### src/rtl/softmax_seq_pkg.sv
// softmax_seq_pkg
// Shared definitions for the sequential softmax block:
//   - default parameter values (channel count, input width, output width)
//   - FSM state encoding
//   - clog2 helper usable in parameter expressions
package softmax_seq_pkg;

    localparam int N_CH_DEFAULT  = 10;
    localparam int W_IN_DEFAULT  = 8;
    localparam int W_OUT_DEFAULT = 16;

    typedef enum logic [2:0] {
        IDLE = 3'd0,
        MAX  = 3'd1,
        EXP  = 3'd2,
        DIV  = 3'd3,
        DONE = 3'd4
    } state_t;

    // Smallest r with 2**r >= n (at least 1, so a 2-channel index still has a bit).
    function automatic int clog2(input int n);
        int r;
        r = 0;
        while ((1 << r) < n) begin
            r = r + 1;
        end
        if (r == 0) begin
            r = 1;
        end
        return r;
    endfunction

endpackage

### src/rtl/softmax_seq_divider.sv
// seq_divider
// Restoring divider, one quotient bit per cycle, WQ cycles after the load.
// Computes floor((dividend_hi * 2**WQ + dividend_lo) / divisor); the caller
// guarantees dividend_hi < divisor so the quotient fits in WQ bits.
// Ports:
//   clk, reset      clock, synchronous active-high reset (clears all state)
//   start           load operands (only honoured while not busy)
//   dividend_hi/lo  upper WD bits / lower WQ bits of the dividend
//   divisor         WD-bit divisor (non-zero)
//   busy            a division is in progress
//   done            high during the cycle performing the final step
//   quotient        final quotient, valid while done is high
module seq_divider
    import softmax_seq_pkg::*;
#(
    parameter int WQ = 16,
    parameter int WD = 20
)(
    input  logic          clk,
    input  logic          reset,
    input  logic          start,
    input  logic [WD-1:0] dividend_hi,
    input  logic [WQ-1:0] dividend_lo,
    input  logic [WD-1:0] divisor,
    output logic          busy,
    output logic          done,
    output logic [WQ-1:0] quotient
);

    localparam int CW = clog2(WQ);

    logic [WD-1:0] rem_reg;
    logic [WQ-1:0] lo_reg;
    logic [WQ-1:0] q_reg;
    logic [WD-1:0] den_reg;
    logic [CW-1:0] cnt_reg;
    logic          busy_reg;

    logic [WD:0]   trial;
    logic          ge;
    logic [WD-1:0] rem_next;
    logic [WQ-1:0] q_next;
    logic [WD:0]   trial_sub;

    // Shift the next dividend bit into the partial remainder and try a subtract.
    assign trial     = {rem_reg, lo_reg[WQ-1]};
    assign ge        = (trial >= {1'b0, den_reg});
    assign trial_sub = trial - {1'b0, den_reg};
    assign rem_next  = ge ? trial_sub[WD-1:0] : trial[WD-1:0];
    assign q_next    = {q_reg[WQ-2:0], ge};

    assign busy     = busy_reg;
    assign done     = busy_reg && (cnt_reg == CW'(WQ - 1));
    assign quotient = q_next;

    always_ff @(posedge clk) begin
        if (reset) begin
            rem_reg  <= '0;
            lo_reg   <= '0;
            q_reg    <= '0;
            den_reg  <= '0;
            cnt_reg  <= '0;
            busy_reg <= 1'b0;
        end else if (start && !busy_reg) begin
            rem_reg  <= dividend_hi;
            lo_reg   <= dividend_lo;
            q_reg    <= '0;
            den_reg  <= divisor;
            cnt_reg  <= '0;
            busy_reg <= 1'b1;
        end else if (busy_reg) begin
            rem_reg <= rem_next;
            lo_reg  <= {lo_reg[WQ-2:0], 1'b0};
            q_reg   <= q_next;
            cnt_reg <= cnt_reg + 1'b1;
            if (done) begin
                busy_reg <= 1'b0;
            end
        end
    end

endmodule

### src/rtl/softmax_seq.sv
// softmax_seq
// Sequential base-2 softmax over N_CH signed logits.
//   MAX : register the maximum logit and its (lowest) index
//   EXP : p_i = 2**(W_OUT-1+x_i-xmax) (0 when below one LSB), S = sum p_i
//   DIV : y_i = floor(p_i * 2**(W_OUT-1) / S), one channel at a time on a
//         shared restoring divider (W_OUT+1 cycles per channel)
//   DONE: present y, argmax index and confidence flag until accepted
// Argmax-only mode skips DIV and returns a one-hot 1.0 at the argmax channel.
// Ports:
//   clk, reset            clock, synchronous active-high reset
//   in_valid/in_ready     input handshake (ready only in IDLE)
//   in_data               packed signed logits, channel i at [W_IN*i +: W_IN]
//   mode_argmax           1 = argmax-only fast mode
//   thr                   confidence threshold, unsigned Q1.(W_OUT-1)
//   out_valid/out_ready   output handshake
//   out_data              packed probabilities, channel i at [W_OUT*i +: W_OUT]
//   out_idx               argmax channel
//   out_conf              out_data[out_idx] >= thr
module softmax_seq
    import softmax_seq_pkg::*;
#(
    parameter int N_CH  = N_CH_DEFAULT,
    parameter int W_IN  = W_IN_DEFAULT,
    parameter int W_OUT = W_OUT_DEFAULT,
    localparam int IW   = clog2(N_CH)
)(
    input  logic                  clk,
    input  logic                  reset,
    input  logic                  in_valid,
    output logic                  in_ready,
    input  logic [N_CH*W_IN-1:0]  in_data,
    input  logic                  mode_argmax,
    input  logic [W_OUT-1:0]      thr,
    output logic                  out_valid,
    input  logic                  out_ready,
    output logic [N_CH*W_OUT-1:0] out_data,
    output logic [IW-1:0]         out_idx,
    output logic                  out_conf
);

    localparam int SW = W_OUT + IW;
    localparam logic [W_OUT-1:0] ONE_Q = {1'b1, {(W_OUT-1){1'b0}}};

    state_t                  state_reg;
    logic signed [W_IN-1:0]  x_reg [N_CH];
    logic                    mode_reg;
    logic [W_OUT-1:0]        thr_reg;
    logic signed [W_IN-1:0]  xmax_reg, xmax_next;
    logic [IW-1:0]           amax_reg, amax_next;
    logic [W_OUT-1:0]        p_reg  [N_CH];
    logic [W_OUT-1:0]        p_next [N_CH];
    logic [SW-1:0]           sum_reg, sum_next;
    logic [IW-1:0]           ch_reg;
    logic                    out_valid_reg;
    logic [N_CH*W_OUT-1:0]   out_data_reg;
    logic [IW-1:0]           out_idx_reg;
    logic                    out_conf_reg;
    logic [N_CH*W_OUT-1:0]   onehot;

    logic                    div_start, div_busy, div_done;
    logic [W_OUT-1:0]        div_q;
    logic [W_OUT-1:0]        p_sel;
    logic [SW-1:0]           div_hi;
    logic [W_OUT-1:0]        div_lo;

    assign in_ready  = (state_reg == IDLE) && !reset;
    assign out_valid = out_valid_reg;
    assign out_data  = out_data_reg;
    assign out_idx   = out_idx_reg;
    assign out_conf  = out_conf_reg;

    // Strict greater-than keeps the lowest index on ties.
    always_comb begin
        xmax_next = x_reg[0];
        amax_next = '0;
        for (int i = 1; i < N_CH; i++) begin
            if (x_reg[i] > xmax_next) begin
                xmax_next = x_reg[i];
                amax_next = IW'(i);
            end
        end
    end

    genvar gi;
    generate
        for (gi = 0; gi < N_CH; gi++) begin : g_exp
            logic signed [W_IN:0] d;
            logic [W_IN:0]        nd;
            // d = x - xmax is never positive; nd = -d is the right-shift amount.
            // Shifting by W_OUT or more yields 0, which covers the underflow case.
            assign d  = $signed({x_reg[gi][W_IN-1], x_reg[gi]})
                      - $signed({xmax_reg[W_IN-1], xmax_reg});
            assign nd = -d;
            assign p_next[gi] = ONE_Q >> nd;
            assign onehot[gi*W_OUT +: W_OUT] = (amax_reg == IW'(gi)) ? ONE_Q : '0;
        end
    endgenerate

    always_comb begin
        sum_next = '0;
        for (int i = 0; i < N_CH; i++) begin
            sum_next = sum_next + SW'(p_next[i]);
        end
    end

    // Dividend p * 2**(W_OUT-1) split into the divider's hi/lo halves.
    // hi = p >> 1 is always below S because p <= S.
    assign p_sel     = p_reg[ch_reg];
    assign div_hi    = SW'(p_sel >> 1);
    assign div_lo    = {p_sel[0], {(W_OUT-1){1'b0}}};
    assign div_start = (state_reg == DIV) && !div_busy;

    seq_divider #(
        .WQ (W_OUT),
        .WD (SW)
    ) u_div (
        .clk         (clk),
        .reset       (reset),
        .start       (div_start),
        .dividend_hi (div_hi),
        .dividend_lo (div_lo),
        .divisor     (sum_reg),
        .busy        (div_busy),
        .done        (div_done),
        .quotient    (div_q)
    );

    always_ff @(posedge clk) begin
        if (reset) begin
            state_reg     <= IDLE;
            mode_reg      <= 1'b0;
            thr_reg       <= '0;
            xmax_reg      <= '0;
            amax_reg      <= '0;
            sum_reg       <= '0;
            ch_reg        <= '0;
            out_valid_reg <= 1'b0;
            out_data_reg  <= '0;
            out_idx_reg   <= '0;
            out_conf_reg  <= 1'b0;
            for (int i = 0; i < N_CH; i++) begin
                x_reg[i] <= '0;
                p_reg[i] <= '0;
            end
        end else begin
            case (state_reg)
                IDLE: begin
                    if (in_valid) begin
                        for (int i = 0; i < N_CH; i++) begin
                            x_reg[i] <= in_data[i*W_IN +: W_IN];
                        end
                        mode_reg     <= mode_argmax;
                        thr_reg      <= thr;
                        out_data_reg <= '0;
                        out_idx_reg  <= '0;
                        out_conf_reg <= 1'b0;
                        state_reg    <= MAX;
                    end
                end
                MAX: begin
                    xmax_reg  <= xmax_next;
                    amax_reg  <= amax_next;
                    state_reg <= EXP;
                end
                EXP: begin
                    for (int i = 0; i < N_CH; i++) begin
                        p_reg[i] <= p_next[i];
                    end
                    sum_reg   <= sum_next;
                    ch_reg    <= '0;
                    state_reg <= mode_reg ? DONE : DIV;
                end
                DIV: begin
                    // Results land directly in the output register; out_valid
                    // stays low until DONE so the partial vector is never visible.
                    if (div_done) begin
                        out_data_reg[ch_reg*W_OUT +: W_OUT] <= div_q;
                        if (ch_reg == IW'(N_CH - 1)) begin
                            state_reg <= DONE;
                        end else begin
                            ch_reg <= ch_reg + 1'b1;
                        end
                    end
                end
                DONE: begin
                    // First DONE cycle finalises index/confidence and raises valid.
                    if (!out_valid_reg) begin
                        out_valid_reg <= 1'b1;
                        out_idx_reg   <= amax_reg;
                        if (mode_reg) begin
                            out_data_reg <= onehot;
                            out_conf_reg <= 1'b1;
                        end else begin
                            out_conf_reg <= (out_data_reg[amax_reg*W_OUT +: W_OUT] >= thr_reg);
                        end
                    end else if (out_ready) begin
                        out_valid_reg <= 1'b0;
                        state_reg     <= IDLE;
                    end
                end
                default: state_reg <= IDLE;
            endcase
        end
    end

endmodule

### config.mk
export PLATFORM = sky130hd
export DESIGN_NAME = softmax_seq
export DESIGN_NICKNAME = d
export VERILOG_FILES = /design/src/rtl/softmax_seq_pkg.sv /design/src/rtl/softmax_seq_divider.sv /design/src/rtl/softmax_seq.sv
export SDC_FILE = /design/constraint.sdc
export NUM_CORES = 2
export LEC_CHECK = 0
export ABC_AREA = 1
export ABC_CLOCK_PERIOD_IN_PS = 11900
export CORE_MARGIN = 2
export CORE_UTILIZATION = 50
export CTS_CLUSTER_DIAMETER = 50
export DETAILED_ROUTE_END_ITERATION = 8
export PLACE_DENSITY = 0.73
export SYNTH_ARGS = -nofsm -noshare
export SYNTH_HDL_FRONTEND = slang
export SYNTH_HIERARCHICAL = 1
export SYNTH_SLANG_ARGS = --single-unit
### constraint.sdc
create_clock -name clk -period 11.9 [get_ports clk]
set_input_delay 3.57 -clock clk [delete_from_list [all_inputs] [get_ports clk]]
set_output_delay 3.57 -clock clk [all_outputs]
set_load 0.05 [all_outputs]
# Yosys cells after proc, flatten, opt, wreduce, memory -nomap -nowiden
# Memories as Yosys holds them, arrays and structs flattened. A register that Yosys moved wholly into a read port is not among the register bits.
# Cells that the tools add are included.
[word_totals] ff_bits=283 ram_bits=240 in_bits=101 mem_count=2
[mem_list] name="p_reg" depth=10 word_bits=16 rd=1 rd_ports_with_merged_regs=1 write_ports=10 line="softmax_seq.sv:50" rtl="logic [W_OUT-1:0] p_reg [N_CH];"
[mem_list] name="x_reg" depth=10 word_bits=8 rd=10 rd_ports_with_merged_regs=0 write_ports=10 line="softmax_seq.sv:45" rtl="logic signed [W_IN-1:0] x_reg [N_CH];"
[op_classes] add_sub_neg=33 magnitude_cmp=11 eq_ne=23 shifts=13 n_mux=92 bitwise_logic=20 reduce_logical=18
[op_table] op="$mux W160" n=4
[op_table] op="$pmux W160 S3" n=1
[op_table] op="$mux W16" n=22
[op_table] op="$bwmux W160" n=1
[op_table] op="$shift A16 B34 Y160 const A" n=1
[op_table] op="$shiftx A16 B34 Y160" n=1
[op_table] op="$shiftx A160 B9 Y16" n=1
[op_table] op="$shr A16 B9 Y16 const A" n=10
[op_table] op="$mux W8" n=19
[op_table] op="$add A20 B16 Y20" n=5
[op_table] op="$neg A9 Y9" n=10
[op_table] op="$sub A8 B8 Y9" n=10
[op_table] op="$gt A8 B8 Y1" n=9
[op_table] op="$mux W4" n=14
[op_table] op="$neg A8 Y34" n=1
[op_table] op="$mux W15" n=2
[op_table] op="$ge A21 B20 Y1" n=1
[op_table] op="$add A19 B16 Y20" n=1
[op_table] op="$mux W20" n=1
[op_table] op="$or A1 B1 Y1" n=20
[op_table] op="$sub A20 B20 Y20" n=1
[op_table] op="$add A18 B16 Y19" n=1
[op_table] op="$add A17 B16 Y18" n=1
[op_table] op="$mux W1" n=18
[op_table] op="26 further kinds" n=55

# Depth between registers and ports, before layout
# An unclocked memory read counts as a cell.
[depth] ltp_word=19 mapped_depth=115 depth_no_buf=107

# Modules after synthesis
# The synthesis kept the hierarchy.
[modules_own_cells] module="softmax_seq" instances=1 cells_each=3807 area_each_um2=30815.8 seq_area_each_um2=11731.3
[modules_own_cells] module="seq_divider" instances=1 cells_each=738 area_each_um2=4713.3 seq_area_each_um2=1521.5

# Least setup slack after synthesis
# OpenSTA, ideal clock, no wires.
[synth_timing] path_kind="reg2reg" startpoint="memory x_reg[1][7] (netlist name)" endpoint="register amax_reg[1]" arrival_ns=12.660 required_time_ns=11.830 slack_ns=-0.830 path_stages_with_launch=89 path_buffers=8 path_cell_list="edfxtp_1 ha_1 a21o_1 nor2_1 nand2_1 nand2_2 nand3_4 buf_2 nand2_1 o21ai_0 ha_1 nand2_1 nor2_1 nand3_1 nand3b_1 nand3_4 buf_2 o21ai_0 (+53 left out) nand3_4 nand2_1 and2_1 ha_1 inv_1 o21bai_1 a21oi_1 nor2_1 nor2_1 nor2_1 o41ai_1 o21ai_0 o21ai_1 clkbuf_1 nand3_2 inv_2 nand2_1 a21oi_1"
[synth_lines] item="start: declaration" line="softmax_seq.sv:45"
[synth_lines] item="end signal: assignment" line="softmax_seq.sv:162" rtl="amax_reg <= amax_next;"
[synth_lines] item="end: declaration" line="softmax_seq.sv:49" rtl="logic [IW-1:0] amax_reg, amax_next;"

==> implementation parameters <==
Parameter                              Value

Drt
  Detail Route met3 WL ... 9840 microns
  DRC violation count after routing ... 0
  Post-detailed-route via-to-cell ratio ... 5.62
  Number of iterations in the first detailed-routing pass ... 6
  Met2 Wirelength ... 51600 microns
  Wire length per cell ... 19.2 microns
  Top layer reached by signal wires ... met5
  Post-DRT Antenna Nets ... 0
  M1 WL ... 45000 microns
  Total wire length after detailed routing ... 112000 microns
  Iteration-0 DRC Markers ... 3537
  Total vias in the final route ... 32943

Worst setup path
  Setup Crit Path Kind ... reg -> reg
  Required @ worst endpoint ... 12390 ps
  Signal arrival time at the worst endpoint ... 12710 ps
  CP Launch Type ... flip-flop
  Worst reg2reg setup slack ... -320 ps
  Delay of the slowest cell on the worst path ... 440 ps
  Cells on worst reg2reg path ... 89
  Worst path slowest cell ... sky130_fd_sc_hd__edfxtp_1
  Max Fanout on Critical Path ... 8
  Cell seen most often among critical-path stages ... sky130_fd_sc_hd__nand2_2
  Critical path endpoint category ... flip-flop

Run status
  Violated checks ... setup timing
  Run status ... finished, violations left

Synth
  Number of enable-type register cells in the synthesized netlist ... 240
  Sequential-to-total area share from yosys stat ... 0.373
  Primary FF master, synth ... sky130_fd_sc_hd__dfxtp_1
  YS warnings ... 6
  Number of distinct standard cells referenced by the synthesized netlist ... 59
  Synth async-reset ratio ... 0
  Average size of a mapped cell ... 7.82 sq um
  Number of storage elements in the synthesis netlist ... 542
  Area of the mapped netlist ... 35500 sq um
  Synthesized instance count ... 4545

Floorplanning
  Vert. Die Dim ... 271 microns
  Die ar. ... 73200 sq um
  Width of the die ... 271 microns
  Number of primary I/O pins ... 268
  Core area ... 70100 sq um
  Row Count ... 97
  Starting density of the core ... 0.506

CTS
  Cell at the root of the clock tree ... sky130_fd_sc_hd__clkbuf_16
  Clock tree from TritonCTS ... built
  Clock transition at the registers of the reported paths ... 60 ps
  # clock sinks ... 542
  Number of buffers on the longest clock path ... 3
  Clock latency at the later pin of the worst-skew pair ... 650 ps
  Total clock buffers created by CTS ... 71
  Hold Buf Count CTS ... 0
  H-tree levels ... 3

Place
  Final estimated routing congestion in global placement ... 0.983
  Post-detailed-placement half-perimeter wirelength ... 82200 microns
  Setup slack at placement ... -596 ps
  Number of port buffers ... 267
  Post-placement cell count ... 5670

Global routing
  Maximum number of pins on one net before global-route repair ... 100
  Number of antenna violations at the first check in global routing ... 3
  Total global routing overflow ... 0
  Tot GR Track Use ... 0.294
  Wire length of the first global-routing pass ... 170000 microns
  Via count of the first global-routing pass ... 30716

Layout
  Layout-stage area growth over the synthesis result ... 21.5%
  Most frequent cells in the layout ... 693 x sky130_fd_sc_hd__nand2_1, 685 x sky130_fd_sc_hd__nor2_1, 605 x sky130_fd_sc_hd__inv_1, 299 x sky130_fd_sc_hd__dfxtp_1, 266 x sky130_fd_sc_hd__clkdlybuf4s50_1
  Share of post-route cells with drive strength above 1 ... 0.104
  Layout Nets ... 5309
  Most common library cell in the layout ignoring fill and taps ... sky130_fd_sc_hd__nand2_1
  Number of filler cells placed in the layout ... 6158
  Diode insertion count for antenna repair ... 0
  Number of non-filler instances in the completed layout ... 5863

Timing
  Final Critical Period ... 12220 ps
  Number of hold violations in the final report ... 0
  Final setup skew ... 34.7 ps
  Final number of setup-violating endpoints ... 12
  Tightest slew margin relative to the limit ... 0.188
  Setup TNS Final ... -3040 ps
  Worst hold slack ... 465 ps
  Count of final max-slew check failures ... 0
  Slew at the pin closest to its max-slew limit ... 1210 ps
  Top achievable clock speed ... 81.8 MHz
  Crit share post-route ... 1.03
  Worst-case setup margin in the final layout ... -319 ps
  Unrepaired setup endpoints after global routing ... true

Hold path
  Worst hold path type ... reg -> reg
  Number of stages on the worst hold path ... 2

Job
  Max-cap violation count ... 0
[per-layer routing]
metal | track usage | vias up
li1 | - | 15677
met1 | 0.381 | 15307
met2 | 0.473 | 1575
met3 | 0.0562 | 378
met4 | 0.139 | 6
met5 | 0 | -
[worst paths after layout]
| path | startpoint | endpoint |
|---|---|---|
| worst max-delay path | x_reg[1][7] | xmax_reg[2] |
| worst min-delay path | u_div/den_reg[2] | u_div/den_reg[2] |
| worst max register to register | x_reg[1][7] | xmax_reg[2] |
| worst min register to register | u_div/den_reg[2] | u_div/den_reg[2] |
[synth_stat cells, drive strengths merged, types with 2 or more instances]
cell type	n	share of area
a2111oi	2	0.00049
a211o	2	0.00049
a211oi	35	0.0075
a21boi	3	0.00063
a21o	2	0.00042
a21oi	281	0.040
a22o	4	0.00099
a22oi	94	0.020
a31oi	10	0.0018
a32o	2	0.00056
and2	14	0.0025
buf	26	0.0043
clkbuf	163	0.017
clkinv	12	0.0013
dfxtp	302	0.17
edfxtp	240	0.20
fa	136	0.077
ha	206	0.073
inv	622	0.066
mux2i	48	0.014
nand2	769	0.083
nand3	176	0.030
nand3b	5	0.0011
nand4	53	0.0095
nor2	720	0.077
nor3	253	0.036
nor4	11	0.0023
nor4b	3	0.00074
o211ai	42	0.0089
o21a	7	0.0015
o21ai	219	0.031
o21bai	15	0.0032
o221ai	4	0.00099
o22ai	4	0.00070
o311ai	4	0.00099
o31ai	3	0.00063
o41ai	2	0.00049
or2	4	0.00070
xnor2	16	0.0039
xor2	28	0.0069
[cells by family (layout without fill, tap and decap cells)]
group,after synthesis,in the layout,synth area share
DFF,542,542,0.373
xor gates and xnor gates,44,44,0.0108
adders and majority gates,342,342,0.149
and+or+nand+nor,2009,2016,0.243
AOI/OAI and AO/OA,736,739,0.121
muxes,48,48,0.0135
buffers and inverters,823,1172,0.0885
other,1,20,0.000106
[repair_timing]
action,CTS,global route
gates resized for setup,21,203
cloned,4,6
pin swaps,6,109
buffers inserted,9,44
endpoints found under the setup margin,12,12
[final cells by class]
type | count | area, sq um | area share
multi-input cells | 3209 | 20100 | 0.466
flip-flops and latches | 542 | 13300 | 0.307
repair buffers | 408 | 3770 | 0.0873
inverters | 634 | 2380 | 0.0552
clock buffers | 85 | 1910 | 0.0443
well taps | 940 | 1180 | 0.0273
clock inverters | 45 | 566 | 0.0131
[metrics by stage]
| stage | util | area, sq um |
|---|---|---|
| 2_1_floorplan | - | 35700 |
| 3_3_place_gp | 0.562 | 39400 |
| 3_5_place_dp | 0.562 | 39400 |
| 4_1_cts | 0.599 | 42000 |
| 5_1_grt | 0.615 | 43200 |
| 6_report | 0.615 | 43200 |
[worst max-delay path: cells and delay by family (launching register included)]
family	cells	cell delay, ps
simple gates	59	6660
fa+ha+maj	9	2500
flops	1	440
buf+inv	6	560
compound gates	15	1910
Power is not shown: default switching activity piles up to over one toggle a cycle in this logic, so the estimate is an artifact.
